$ cat config.mk
export PLATFORM = sky130hd
export DESIGN_NAME = id_ex_stage
export DESIGN_NICKNAME = d
export VERILOG_FILES = /design/src/rtl/id_ex_stage.sv
export SDC_FILE = /design/constraint.sdc
export NUM_CORES = 1
export LEC_CHECK = 0
export CORE_MARGIN = 1.5
export CORE_UTILIZATION = 32
export CTS_CLUSTER_DIAMETER = 40
export DETAILED_ROUTE_END_ITERATION = 10
export PLACE_DENSITY = 0.67
export SYNTH_ARGS = -nofsm -noshare
export SYNTH_HDL_FRONTEND = slang
export SYNTH_SLANG_ARGS = --single-unit
$ cat constraint.sdc
create_clock -name clk_i -period 2.54 [get_ports clk_i]
set_clock_uncertainty 0.15 [all_clocks]
set_input_delay 0.508 -clock clk_i [delete_from_list [all_inputs] [get_ports clk_i]]
set_output_delay 0.508 -clock clk_i [all_outputs]
set_load 0.01 [all_outputs]
$ cat src/rtl/id_ex_stage.sv
// ID/EX pipeline register of the RV32IM core: operand forwarding, operand select and hazard stall.
// Build option EX_FORWARD_EN: defined = EX/MEM + MEM/WB forwarding with load-use stall; undefined = full interlock.
module id_ex_stage #(
  parameter int XLEN       = 32,
  parameter int REG_ADDR_W = 5,
  parameter int SEL_W      = 6
) (
  input  logic                  clk_i,
  input  logic                  reset_i,
  input  logic                  id_valid_i,
  input  logic [XLEN-1:0]       id_pc_i,
  input  logic [XLEN-1:0]       id_data1_i,
  input  logic [XLEN-1:0]       id_data2_i,
  input  logic [XLEN-1:0]       id_imm_i,
  input  logic [REG_ADDR_W-1:0] id_rs1_i,
  input  logic [REG_ADDR_W-1:0] id_rs2_i,
  input  logic [REG_ADDR_W-1:0] id_rd_i,
  input  logic [SEL_W-1:0]      id_select_i,
  input  logic [1:0]            id_opsel_i,
  input  logic [2:0]            id_ctrl_i,
  input  logic                  flush_i,
  input  logic                  stall_in_i,
  input  logic [REG_ADDR_W-1:0] exmem_rd_i,
  input  logic                  exmem_we_i,
  input  logic [XLEN-1:0]       exmem_result_i,
  input  logic [REG_ADDR_W-1:0] memwb_rd_i,
  input  logic                  memwb_we_i,
  input  logic [XLEN-1:0]       memwb_result_i,
  output logic                  hazard_stall_o,
  output logic [XLEN-1:0]       alu_data1_o,
  output logic [XLEN-1:0]       alu_data2_o,
  output logic [SEL_W-1:0]      alu_select_o,
  output logic [XLEN-1:0]       ex_store_data_o,
  output logic [REG_ADDR_W-1:0] ex_rd_o,
  output logic [2:0]            ex_ctrl_o,
  output logic [XLEN-1:0]       ex_pc_o,
  output logic                  ex_valid_o
);

  localparam logic [REG_ADDR_W-1:0] X0 = '0;

  logic                  ex_valid_q;
  logic [XLEN-1:0]       pc_q, data1_q, data2_q, imm_q;
  logic [REG_ADDR_W-1:0] rs1_q, rs2_q, rd_q;
  logic [SEL_W-1:0]      select_q;
  logic [1:0]            opsel_q;
  logic [2:0]            ctrl_q;

  logic                  hazard;
  logic [XLEN-1:0]       fwd_rs1, fwd_rs2;

  function automatic logic writer_hit(input logic [REG_ADDR_W-1:0] rs,
                                      input logic                  we,
                                      input logic [REG_ADDR_W-1:0] rd);
    return we && (rd == rs) && (rs != X0);
  endfunction

`ifdef EX_FORWARD_EN
  logic load_in_ex;

  assign load_in_ex = ex_valid_q && ctrl_q[1] && (rd_q != X0);
  assign hazard     = id_valid_i && load_in_ex && ((id_rs1_i == rd_q) || (id_rs2_i == rd_q))
                      && !flush_i && !reset_i;

  // EX/MEM is the younger result, so it wins over MEM/WB
  assign fwd_rs1 = writer_hit(rs1_q, exmem_we_i, exmem_rd_i) ? exmem_result_i :
                   writer_hit(rs1_q, memwb_we_i, memwb_rd_i) ? memwb_result_i : data1_q;
  assign fwd_rs2 = writer_hit(rs2_q, exmem_we_i, exmem_rd_i) ? exmem_result_i :
                   writer_hit(rs2_q, memwb_we_i, memwb_rd_i) ? memwb_result_i : data2_q;
`else
  logic ex_writes, rs1_hit, rs2_hit;
  logic unused_fwd;

  // Without forwarding, any in-flight writer of a source register blocks issue
  assign ex_writes = ex_valid_q && ctrl_q[2];
  assign rs1_hit   = writer_hit(id_rs1_i, ex_writes, rd_q) ||
                     writer_hit(id_rs1_i, exmem_we_i, exmem_rd_i) ||
                     writer_hit(id_rs1_i, memwb_we_i, memwb_rd_i);
  assign rs2_hit   = writer_hit(id_rs2_i, ex_writes, rd_q) ||
                     writer_hit(id_rs2_i, exmem_we_i, exmem_rd_i) ||
                     writer_hit(id_rs2_i, memwb_we_i, memwb_rd_i);
  assign hazard    = id_valid_i && (rs1_hit || rs2_hit) && !flush_i && !reset_i;

  assign fwd_rs1    = data1_q;
  assign fwd_rs2    = data2_q;
  assign unused_fwd = ^{exmem_result_i, memwb_result_i, rs1_q, rs2_q};
`endif

  always_ff @(posedge clk_i) begin
    if (reset_i) begin
      ex_valid_q <= 1'b0;
      pc_q       <= '0;
      data1_q    <= '0;
      data2_q    <= '0;
      imm_q      <= '0;
      rs1_q      <= '0;
      rs2_q      <= '0;
      rd_q       <= '0;
      select_q   <= '0;
      opsel_q    <= '0;
      ctrl_q     <= '0;
    end else if (flush_i || (!stall_in_i && hazard)) begin
      ex_valid_q <= 1'b0;
      ctrl_q     <= '0;
      select_q   <= '0;
    end else if (!stall_in_i) begin
      ex_valid_q <= id_valid_i;
      pc_q       <= id_pc_i;
      data1_q    <= id_data1_i;
      data2_q    <= id_data2_i;
      imm_q      <= id_imm_i;
      rs1_q      <= id_rs1_i;
      rs2_q      <= id_rs2_i;
      rd_q       <= id_rd_i;
      select_q   <= id_select_i;
      opsel_q    <= id_opsel_i;
      ctrl_q     <= id_valid_i ? id_ctrl_i : 3'b000;
    end
  end

  assign hazard_stall_o  = hazard;
  assign alu_data1_o     = ex_valid_q ? (opsel_q[0] ? pc_q : fwd_rs1) : '0;
  assign alu_data2_o     = ex_valid_q ? (opsel_q[1] ? imm_q : fwd_rs2) : '0;
  assign ex_store_data_o = ex_valid_q ? fwd_rs2 : '0;
  assign alu_select_o    = select_q;
  assign ex_rd_o         = rd_q;
  assign ex_ctrl_o       = ctrl_q;
  assign ex_pc_o         = pc_q;
  assign ex_valid_o      = ex_valid_q;

endmodule

==> results.yml <==
detailed_routing:
  wl_per_cell_um: 16.3
  wl_um: 25300
  initialDrtViolationCount: 324
  drc: 0
  routed_via_density: 4.45
  num_vias: 6894
  ant_nets: 0
  first_pass_iters: 4
placement:
  hpwl_um: 16500
  post_dp_cell_area_um2: 11800
  io_buffers: 314
  place.gp.congestion: 0.850
  place_ws_ns: -0.979
die:
  die_area_um2: 26300
  row_count: 58
  coreArea_um2: 25000
  start_util_pct: 32.4
  pin_count: 379
  chipHeight_um: 162
  die_w_um: 162
clock_network:
  clockRootBuffer: "clkbuf_16"
  path_clk_slew_ns: 0.06
  cts_tree: "built"
  clockBufferDepth: 2
  clk_latency_ns: 0.41
  numCtsBuffers: 17
  cts_sinks: 145
  h-tree-depth: 4
sta:
  max_freq_ghz: 0.368
  rsz0062_at_grt: "yes"
  finalMaxSlewViolations: 0
  worst_slack_ns: -0.178
  period_share_pct: 107
  setup_viol: 58
  final_hold_viol_count: 0
  slew-limit-headroom_pct: 39.5
  worstMarginPinSlew_ns: 0.907
  period_minus_slack_ns: 2.72
yosys:
  synth_seq_cells: 145
  async_flop_share_pct: 0
  synth-edff-count: 0
  synth-simple-area-share_pct: 30.1
  synthesis.nets: 1090
  synth_cell_type_count: 28
  yosysSeqAreaShare_pct: 35.8
  synth-compound-area-share_pct: 1.71
  syn_inst: 855
  muxShareOfSynthArea_pct: 24.5
  synthTopCellsByArea: "dfxtp_1 36%, mux2i_1 25%, nand2b_1 21%, nor2b_1 4.9%, and2_1 2.6%"
  synth_top_cell_by_area: "dfxtp_1"
  synthFlopType: "dfxtp_1"
  synth.top_cell.area_share_pct: 35.8
  synth_top_family_by_area: "simple AND/OR/NAND/NOR gates"
  synth_area_um2: 8120
  synth.yosys.warnings: 0
  synthAdderAreaFrac_pct: 0
  synth_xor_area_share_pct: 3.24
  syn_area_per_cell_um2: 9.49
job:
  cap_violations: 0
cells_and_area:
  syn2layout_area_growth_pct: 61.0
  final_common_cell: "nand2b_1"
  fillers: 2280
  final_nets: 1439
  most-common-layout-cells: "270 x nand2b_1, 268 x clkdlybuf4s50_1, 196 x mux2i_1"
  drive_gt1_share_pct: 11.2
  utilization_pct: 52.2
  final_area_um2: 13100
setup_path:
  reg2reg_slack_ns: 0.09
  arrival_ns: 2.06
  startpoint: "id_rs1_i[1]"
  critPathCaptureType: "output pin"
  worstReg2RegStart: "ex_valid_o"
  cp-start-kind: "input pin"
  cp.required_ns: 1.88
  criticalPathCategory: "in -> out"
  cp_max_fo: 2
grt:
  grt_antenna_before_repair: 2
  grt-ovfl-total: 0
  grt_pass1_wl_um: 37900
  track_usage_pct: 18.5
  grt_max_degree: 273
  grt_pass1_vias: 7030
min_path:
  min_from: "alu_select_o[2]"
  hold_class: "reg -> reg"
power_and_ir_drop:
  ir_drop_mv: 0.284
  p_per_area_nw_per_um2: 488
  power.total_mw: 6.37
  power_leakage_nw: 5.14
status:
  status: "finished, violations left"
  failed_checks: "negative setup slack"
## worst max-delay path: stages
cell and delay [ns]:
buf_6 0.09, or4_4 0.55, buf_6 0.13, buf_4 0.11, o21a_1 0.18, o21a_1 0.20, nor3b_2 0.15, buf_2 0.14
## final timing paths
check | endpoint | cells past startpoint
setup / recovery | hazard_stall_o | 8
hold / removal | alu_select_o[2] | 2
setup reg to reg | imm_q[25] | 11
hold reg to reg | alu_select_o[2] | 2
## kinds of logic after synthesis
family	after synthesis
flip-flops	145
AO/OA/AOI/OAI	19
buffers and inverters	65
XOR/XNOR	30
multiplexers	199
AND/OR/NAND/NOR	397
## flip-flops by register name, indices dropped and copies added (netlist names)
register	flops
alu_select_o	6
data1_q	32
data2_q	32
ex_ctrl_o	3
ex_pc_o	32
ex_rd_o	5
ex_valid_o	1
imm_q	32
opsel_q	2
## synthesized netlist by cell type, types with 2 or more instances
library cell	instances
o211ai_1	2
o21ai_0	6
or4_1	2
nand4_1	4
a22o_1	3
mux2i_1	199
xor2_1	8
and2_1	34
nor2b_1	64
buf_12	6
clkbuf_1	50
buf_4	9
nor3b_1	2
nor3_1	2
dfxtp_1	145
nor4_1	2
nand2_1	15
nand2b_1	270
xnor2_1	22
o21a_1	2
## routing by layer
layer | vias up | routed length [um] | global-route usage [%]
met1 | 3223 | 11200 | 22.2
li1 | 3490 | - | -
met4 | 0 | 254 | 4.80
met3 | 14 | 1360 | 4.49
met5 | - | 0 | 0
met2 | 167 | 12500 | 32.8
## metrics by stage
stage                     TNS [ns]  instances  hold slack (ns)
after global placement     -109.23       1486            0.285
after CTS                    -2.47       1546            0.313
after global routing         -9.59       1546            0.331
after detailed placement   -107.47       1486            0.297
final                        -2.67       1548            0.305
after floorplan                  0        855            0.298
## report_power, final
part,internal (mW),total [mW],switching (mW)
Sequential,2.43,2.55,0.113
Combinational,0.880,1.40,0.516
Clock,1.40,2.43,1.03
## what timing repair did
| item | 4_1_cts | 5_1_grt |
|---|---|---|
| gates resized for setup | 104 | 32 |
| pin swaps | 11 | 11 |
| setup buffers | 19 | 2 |
| endpoints found under the setup margin | 224 | 178 |
| hold buffers | 0 | 0 |
| endpoints found under the hold margin | 0 | 0 |
| cloned | 11 | 3 |
## cell type report
type | count | area [um2] | share of cell area, %
diodes | 2 | 5.00 | 0.0383
repair buffers | 395 | 4290 | 32.8
well taps | 330 | 413 | 3.16
clock inverters | 12 | 106 | 0.814
clock buffers | 19 | 453 | 3.47
flip-flops and latches | 145 | 2910 | 22.3
multi-input cells | 645 | 4890 | 37.4
Note: power is estimated with default switching activity, not from simulation.
